$ cat src/rtl/microseq_stack.sv
// Microprogram sequencer: registered microword, eight next-address ops and a
// LIFO return-address stack with sticky overflow/underflow flag.
module microseq_stack #(
  parameter int CW    = 34,
  parameter int AW    = 8,
  parameter int SELW  = 3,
  parameter int DEPTH = 4,
  localparam int NCOND = 2**SELW,
  localparam int UW    = 3 + 1 + SELW + AW + CW,
  localparam int LW    = $clog2(DEPTH + 1)
) (
  input  logic             CLK,
  input  logic             RESET,
  input  logic [UW-1:0]    UWORD,
  output logic [AW-1:0]    UADDR,
  input  logic [NCOND-1:0] COND_VEC,
  input  logic [AW-1:0]    DISPATCH_ADDR,
  input  logic             HOLD,
  output logic [CW-1:0]    CU,
  output logic [AW-1:0]    UPC,
  output logic [LW-1:0]    STK_LEVEL,
  output logic             STK_ERR
);

  typedef enum logic [2:0] {
    NS_JUMP, NS_DISPATCH, NS_INC, NS_CBR, NS_CWAIT, NS_CALL, NS_RET, NS_CRET
  } ns_e;

  logic [UW-1:0] ctl_q;
  logic [AW-1:0] upc_q, upc_d;
  logic [AW-1:0] stk_q [DEPTH];
  logic [LW-1:0] lvl_q;
  logic          err_q;

  ns_e             ns;
  logic            inv;
  logic [SELW-1:0] sel;
  logic [AW-1:0]   target;
  logic [AW-1:0]   inc;
  logic            cond;
  logic            full, empty;
  logic            push, pop, err_set;

  assign ns     = ns_e'(ctl_q[UW-1 -: 3]);
  assign inv    = ctl_q[UW-4];
  assign sel    = ctl_q[UW-5 -: SELW];
  assign target = ctl_q[CW +: AW];
  assign inc    = upc_q + AW'(1);
  assign cond   = COND_VEC[sel] ^ inv;
  assign full   = (lvl_q == LW'(DEPTH));
  assign empty  = (lvl_q == '0);

  always_comb begin
    upc_d   = inc;
    push    = 1'b0;
    pop     = 1'b0;
    err_set = 1'b0;
    case (ns)
      NS_JUMP:     upc_d = target;
      NS_DISPATCH: upc_d = DISPATCH_ADDR;
      NS_INC:      upc_d = inc;
      NS_CBR:      upc_d = cond ? target : inc;
      NS_CWAIT:    upc_d = cond ? inc : upc_q;
      NS_CALL: begin
        upc_d = target;
        if (full) err_set = 1'b1;
        else      push    = 1'b1;
      end
      NS_RET, NS_CRET: begin
        if (ns == NS_RET || cond) begin
          // Popping an empty stack restarts at address 0 and flags the error.
          if (empty) begin
            upc_d   = '0;
            err_set = 1'b1;
          end else begin
            upc_d = stk_q[0];
            pop   = 1'b1;
          end
        end
      end
      default: upc_d = inc;
    endcase
  end

  assign UADDR = RESET ? upc_d : '0;

  // stk_q[0] is the top of stack; push shifts down, pop shifts up.
  always_ff @(posedge CLK or negedge RESET) begin
    if (!RESET) begin
      ctl_q <= '0;
      upc_q <= '0;
      lvl_q <= '0;
      err_q <= 1'b0;
      for (int i = 0; i < DEPTH; i++) stk_q[i] <= '0;
    end else if (!HOLD) begin
      ctl_q <= UWORD;
      upc_q <= upc_d;
      err_q <= err_q | err_set;
      if (push) begin
        stk_q[0] <= inc;
        for (int i = 1; i < DEPTH; i++) stk_q[i] <= stk_q[i-1];
        lvl_q <= lvl_q + LW'(1);
      end else if (pop) begin
        for (int i = 0; i < DEPTH - 1; i++) stk_q[i] <= stk_q[i+1];
        stk_q[DEPTH-1] <= '0;
        lvl_q <= lvl_q - LW'(1);
      end
    end
  end

  assign CU        = ctl_q[CW-1:0];
  assign UPC       = upc_q;
  assign STK_LEVEL = lvl_q;
  assign STK_ERR   = err_q;

endmodule

$ cat config.mk
export PLATFORM = sky130hd
export DESIGN_NAME = microseq_stack
export DESIGN_NICKNAME = d
export VERILOG_FILES = /design/src/rtl/microseq_stack.sv
export SDC_FILE = /design/constraint.sdc
export NUM_CORES = 1
export LEC_CHECK = 0
export CORE_AREA = 3 3 90 92
export CTS_CLUSTER_DIAMETER = 150
export DETAILED_ROUTE_END_ITERATION = 7
export DIE_AREA = 0 0 93 95
export DONT_BUFFER_PORTS = 1
export PLACE_DENSITY = 0.82
export SYNTH_ARGS = -nofsm -noshare
export SYNTH_HDL_FRONTEND = slang
export SYNTH_SLANG_ARGS = --single-unit
$ cat constraint.sdc
create_clock -name CLK -period 4.6 [get_ports CLK]
set_clock_uncertainty 0.2 [all_clocks]
set_input_delay 0.46 -clock CLK [delete_from_list [all_inputs] [get_ports CLK]]
set_output_delay 0.46 -clock CLK [all_outputs]
set_load 0.005 [all_outputs]
==> impl_metrics.toml, run 1 <==
[yosys]
ys_types = 58
synth-edff-count = 0
yosysSeqAreaShare_pct = 46.4
synth_largest_area_cell = "dfrtp_1"
syn_area_per_cell_um2 = 10.5
syn_area_mm2 = 0.00502
synthCells = 476
synthTopCellsByArea = "dfrtp_1 46%, mux2_2 11%, buf_4 5.1%"
yosysTopAreaCellShare_pct = 46.4
synthFlopType = "dfrtp_1"
syn_nets = 546
ys_ff_latch = 93
yosys_warnings = 0
synthArstFlopShare_pct = 100

[timing]
drv_slew = 0
tns_ns = 0
worstMarginPinSlew_ns = 0.947
worst_slack_ns = 1.10
fin_crit_sh_pct = 76.0
max_freq_mhz = 286
fin_crit_ns = 3.50
finalHoldViolCount = 0
rsz0062_at_grt = "no"
slew_headroom_pct = 36.4
setup_violations = 0

[placement]
place_ws_ns = 1.54
port-buffer-count = 0
dpl.hpwl_mm = 7.79
place_congestion = 0.965

[job]
drv_cap = 0

[drt]
drt_wl_total_mm = 11.2
post_drt_wl_per_cell_um = 21.0
route.detailed.drc = 0
viasPerCell = 6.58
ant_nets = 0
drtPass1Iterations = 5
vias = 3528
drt-initial-drc-count = 292

[grt]
grt_max_degree = 94
gr-usage-all-layers_pct = 26.5
grt_pass1_wl_mm = 18.1
antenna_found_initial = 0
grt_pass1_vias = 3468
globalRouteOverflowTotal = 0

[layout]
register_area_mm2 = 0.00233
n_antenna_cell = 0
drive_above_1_share_pct = 18.3
layout.nets = 503
utilization_pct = 69.4
area_growth_pct = 0.823
multi_input_area_mm2 = 0.00228
num-fill-cells = 585

[setup_path]
cp.required_ns = 3.94
endpoint_kind = "primary output"
path_cells = "mux2_2 -> o22ai_1 -> o21a_1 -> nor2_1 -> a311oi_1 -> a31oi_1"
crit_arrival_ns = 2.84
crit_path_top_delay_cell = "a311oi_1"
crit_path_max_incr_delay_ns = 0.53
crit_fanout = 8
critPathLaunchType = "flop"
path_class = "flop to primary output"

[die]
num_rows = 31
io_pins = 122
dieArea_mm2 = 0.00884
fp.dieW_um = 93
start_util_pct = 68.8
core_mm2 = 0.00729
dieHeight_um = 95

[cts]
htree_levels = 3
cts-buffers-inserted = 9
clock_latency_ns = 0.36
clkTransAtPathRegs_ns = 0.10
cts_tree = "built"
cts_resized = 0
root_buffer = "clkbuf_8"
post_cts.repair.setup_buffers = 0
cts_sinks = 93
clock_path_buffers = 2

[power_and_ir_drop]
powerDensity_mw_per_mm2 = 428
ir_drop_v = 0.000317
p_leak_nw = 2.03

[run_status]
status = "complete, no violations"

[hold_path]
min_path_type = "input port to flop"
-- power breakdown --
part,switching [mW],total [mW],internal (mW)
Sequential,0.155,1.08,0.922
Clock,0.299,0.608,0.309
Combinational,0.278,0.480,0.202
Total,0.732,2.16,1.43
-- layout make-up --
class                           count  area share (%)
Inverter                           12           0.890
Tap cell                           99            2.45
Timing Repair Buffer                5            1.24
Clock inverter                      6            1.85
Multi-Input combinational cell    312            45.1
Sequential cell                    93            46.0
Clock buffer                        9            2.45
-- logic make-up after synthesis --
logic type	synth area share (%)
AOI/OAI and AO/OA	15.1
adders and majority gates	2.04
and+or+nand+nor	10.2
muxes	16.3
buffers and inverters	8.38
DFF	46.4
xor gates and xnor gates	1.57
-- placed cells by master (no fill, tap or decap), types with 6 or more instances in the layout --
cell / Yosys / final
a21oi_1: 11 / 11
a22o_1: 13 / 13
a31oi_1: 7 / 7
clkbuf_8: 0 / 9
dfrtp_1: 93 / 93
inv_1: 10 / 10
maj3_1: 7 / 7
mux2_2: 51 / 51
mux2i_1: 23 / 23
nand2_1: 45 / 45
nand3_1: 7 / 7
nor2_1: 21 / 21
nor3_1: 6 / 6
o21ai_0: 31 / 31
o21ai_1: 13 / 13
-- cell usage after synthesis (2+ instances only) --
cell type   n
a211oi_1    4
a21oi_1    11
a22o_1     13
a22oi_1     3
a311oi_1    2
a31oi_1     7
a41oi_1     4
and2_1      5
and3_1      4
buf_2       9
buf_4      34
buf_6       2
clkbuf_1   13
clkinv_1    2
dfrtp_1    93
inv_1      10
maj3_1      7
mux2_2     51
mux2i_1    23
nand2_1    45
nand2b_1    3
nand3_1     7
nand4_1     5
nor2_1     21
nor2b_1     3
nor3_1      6
o21ai_0    31
o21ai_1    13
o22ai_1     3
o32ai_1     4
or3_1       4
xnor2_1     5
xor2_1      4
-- critical path, delay by kind of cell, from the launching register on --
kind	cells	cell delay, ns
flip-flops	1	0.47
AND/OR/NAND/NOR	1	0.22
multiplexers	1	0.36
AO/OA/AOI/OAI	4	1.42
-- path summary, 6_finish.rpt --
check	cells past startpoint	endpoint	slack, ns	startpoint
max in group asynchronous	2	ctl_q[8]$_DFFE_PN0N_	3.37	RESET
worst max register to register	5	STK_LEVEL[1]$_DFFE_PN0P_	1.58	ctl_q[42]$_DFFE_PN0N_
min in group asynchronous	2	stk_q[16]$_DFFE_PN0P_	0.49	RESET
worst max-delay path	6	UADDR[5]	1.10	ctl_q[42]$_DFFE_PN0N_
worst min-delay path	1	UPC[1]$_DFFE_PN0N_	0.02	HOLD
worst min register to register	1	stk_q[5]$_DFFE_PN0P_	0.32	stk_q[5]$_DFFE_PN0P_
-- per-stage QoR --
stage | total power [mW] | instance area (um^2) | hold WS (ns) | cells
3_3_place_gp | 1.53 | 4790 | -0.0328 | 518
4_1_cts | 2.17 | 5060 | 0.0107 | 536
3_5_place_dp | 1.55 | 4790 | -0.0332 | 518
2_1_floorplan | 1.46 | 5020 | -0.0356 | 476
5_1_grt | 2.28 | 5060 | 0.0197 | 536
6_report | 2.16 | 5060 | 0.0233 | 536
-- state kept, by name, indices dropped and copies added (netlist names) --
name,flops
STK_ERR,1
STK_LEVEL,3
UPC,8
ctl_q,49
stk_q,32
-- metal layers --
| metal | wire [um] | up-vias | GRT usage, % |
|---|---|---|---|
| met3 | 1270 | 27 | 9.24 |
| met1 | 4440 | 1689 | 35.1 |
| li1 | - | 1595 | - |
| met5 | 0 | - | 0 |
| met4 | 252 | 0 | 10.1 |
| met2 | 5280 | 217 | 40.3 |
-- repair_timing --
item | in CTS | in global routing
setup endpoints to repair | 0 | 0
hold endpoints to repair | 94 | 0
hold buffers | 3 | 0
Note: power is estimated with default switching activity, not from simulation.
==> run 2, diff against run 1 <==
ABC_AREA = 1   (was unset)
CORE_AREA = 3 3 98 100   (was 3 3 90 92)
DIE_AREA = 0 0 101 103   (was 0 0 93 95)
PLACE_DENSITY = 0.75   (was 0.82)
clock period = 3 ns   (was 4.6 ns; I/O delays follow)
==> impl_metrics.toml, run 2 <==
[yosys]
ys_types = 35
synthTopCellsByArea = "dfrtp_1 45%, nand2_1 20%, buf_4 5.1%"
ys_ff_latch = 93
synthFlopType = "dfrtp_1"
yosys-top-cells-count = "270 x nand2_1, 93 x dfrtp_1, 58 x inv_1"
yosysMostFrequentCell = "nand2_1"
synthCells = 688
synth-edff-count = 0
yosysTopAreaCellShare_pct = 45.4
yosysSeqAreaShare_pct = 45.4
syn_area_per_cell_um2 = 7.45
synthArstFlopShare_pct = 100
yosys_warnings = 0
synth_largest_area_cell = "dfrtp_1"
syn_nets = 758
syn_area_mm2 = 0.00512

[drt]
drt-initial-drc-count = 280
vias = 4552
drt_wl_total_mm = 13.5
post_drt_wl_per_cell_um = 16.4
viasPerCell = 5.53
ant_nets = 0
route.detailed.drc = 0
drtPass1Iterations = 5

[setup_path]
path_class = "flop to primary output"
r2r_start = "ctl_q[47]$_DFFE_PN0N_"
crit_fanout = 7
r2r_end = "STK_LEVEL[2]$_DFFE_PN0P_"
critPathLaunchType = "flop"
r2r_cells = 10
cp.required_ns = 2.50
endpoint_kind = "primary output"
crit_arrival_ns = 2.32
rrSetupSlack_ns = 0.63

[layout]
top_register = "ctl_q"
layout.nets = 780
layout_common_cells = "270 x nand2_1, 90 x dfrtp_1, 61 x dlygate4sd3_1"
area_growth_pct = 13.3
instances_no_fill = 823
layout_commonest_cell = "nand2_1"
largest_register_ffs = 49
drive_above_1_share_pct = 9.51
n_antenna_cell = 0
design_area_mm2 = 0.00580

[cts]
cts_tree = "built"
htree_levels = 3
clock_path_buffers = 2
clock_latency_ns = 0.38
cts_sinks = 93
cts-buffers-inserted = 9
root_buffer = "clkbuf_8"
post_cts.repair.setup_buffers = 0
clkTransAtPathRegs_ns = 0.10

[timing]
tns_ns = 0
rsz0062_at_grt = "no"
drv_slew = 0
fin_crit_ns = 2.82
fin_crit_sh_pct = 94.1
slew_headroom_pct = 57.7
holdWs_ns = 0.0169
worst_slack_ns = 0.178
setup_violations = 0
max_freq_mhz = 354
finalHoldViolCount = 0
worstMarginPinSlew_ns = 0.631

[die]
start_util_pct = 58.5
num_rows = 34
dieHeight_um = 103
io_pins = 122
core_mm2 = 0.00876
fp.dieW_um = 101
dieArea_mm2 = 0.0104

[power_and_ir_drop]
ir_drop_v = 0.000419
powerDensity_mw_per_mm2 = 667
p_leak_nw = 2.89

[hold_path]
hp-start = "DISPATCH_ADDR[0]"
min_delay_worst_endpoint = "UPC[0]$_DFFE_PN0N_"
worstHoldPathCells = 3
min_path_type = "input port to flop"

[job]
drv_cap = 0

[run_status]
status = "complete, no violations"

[grt]
antenna_found_initial = 0
gr-usage-all-layers_pct = 26.6
grt_max_degree = 94
grt_pass1_wl_mm = 21.6
globalRouteOverflowTotal = 0
grt_pass1_vias = 4446

[placement]
place_congestion = 0.896
place_ws_ns = 0.485
port-buffer-count = 0
dpl.hpwl_mm = 8.78
placed_cells = 744
postPlaceCellArea_mm2 = 0.00494
## run 2: changes by cell type in the layout (fill, tap and decap cells not counted), sizes merged, moves of 9 or more
cell,delta
a22o,-13
dlygate4sd3,+59
inv,+56
nand3,+39
o22ai,+10
nor2,+30
a31oi,+9
mux2i,-23
nand2,+231
mux2,-52
or2,+9
o21ai,-10
## run 2: area by class of cell
| class | instances | area (um^2) |
|---|---|---|
| fillers | 749 | 2960 |
| flip-flops and latches | 93 | 2330 |
| multi-input cells | 473 | 2190 |
| repair buffers | 69 | 716 |
| inverters | 64 | 240 |
| well taps | 108 | 135 |
| clock buffers | 9 | 124 |
| clock inverters | 7 | 65.1 |
## run 2: timing repair
action	CTS	global route
hold buffers	63	0
hold endpoints to repair	151	0
resized for setup	0	6
endpoints found under the setup margin	0	8
## run 2: critical path, stage by stage (launching register included)
cell and delay [ns]:
dfrtp_2 0.47, ha_1 0.26, nand4_1 0.14, nor2_1 0.19, xor2_2 0.25, inv_1 0.11
nor2_1 0.11, nor2_1 0.05, nor2_1 0.14, nand2_1 0.09, nand2_1 0.07, nor2_1 0.05
## run 2: cell families (layout without fill, tap and decap cells)
group                      after synthesis  in the layout  share of synthesized area (%)
buffers and inverters                  122            149                           12.0
and+or+nand+nor                        393            393                           31.8
adders and majority gates                2              2                          0.635
DFF                                     93             93                           45.4
AOI/OAI and AO/OA                       74             74                           9.40
xor gates and xnor gates                 4              4                          0.684
## run 2: how the worst max path moves through the flow
stage	from	end	slack, ns	depth (start not counted)
floorplan	ctl_q[47]$_DFFE_PN0N_	STK_LEVEL[2]$_DFFE_PN0P_	0.71	11
global placement	UPC[0]$_DFFE_PN0N_	UADDR[6]	0.49	11
detailed placement	UPC[0]$_DFFE_PN0N_	UADDR[6]	0.49	11
CTS	UPC[0]$_DFFE_PN0N_	UADDR[6]	0.06	11
global route	UPC[0]$_DFFE_PN0N_	UADDR[6]	0.003	11
finish	UPC[0]$_DFFE_PN0N_	UADDR[6]	0.18	11
## run 2: where the power goes
group | total, mW | switching [mW] | internal (mW)
combinational | 1.18 | 0.722 | 0.456
clock | 0.822 | 0.501 | 0.322
sequential | 1.87 | 0.293 | 1.58
## run 2: per-layer routing
layer / track usage, % / up-vias / part of all wire [%]
met3: 5.82 / 27 / 6.6
met5: 0 / - / 0
li1: - / 2171 / -
met4: 10.5 / 0 / 2.6
met2: 44.2 / 207 / 50
met1: 34.0 / 2147 / 41
## run 2: per-stage QoR
step / total power [mW] / util (%)
final: 3.87 / 66.2
after global routing: 4.15 / 66.2
after CTS: 3.87 / 66.0
after detailed placement: 2.95 / 56.4
after global placement: 2.90 / 56.4
after floorplan: 2.72 / -
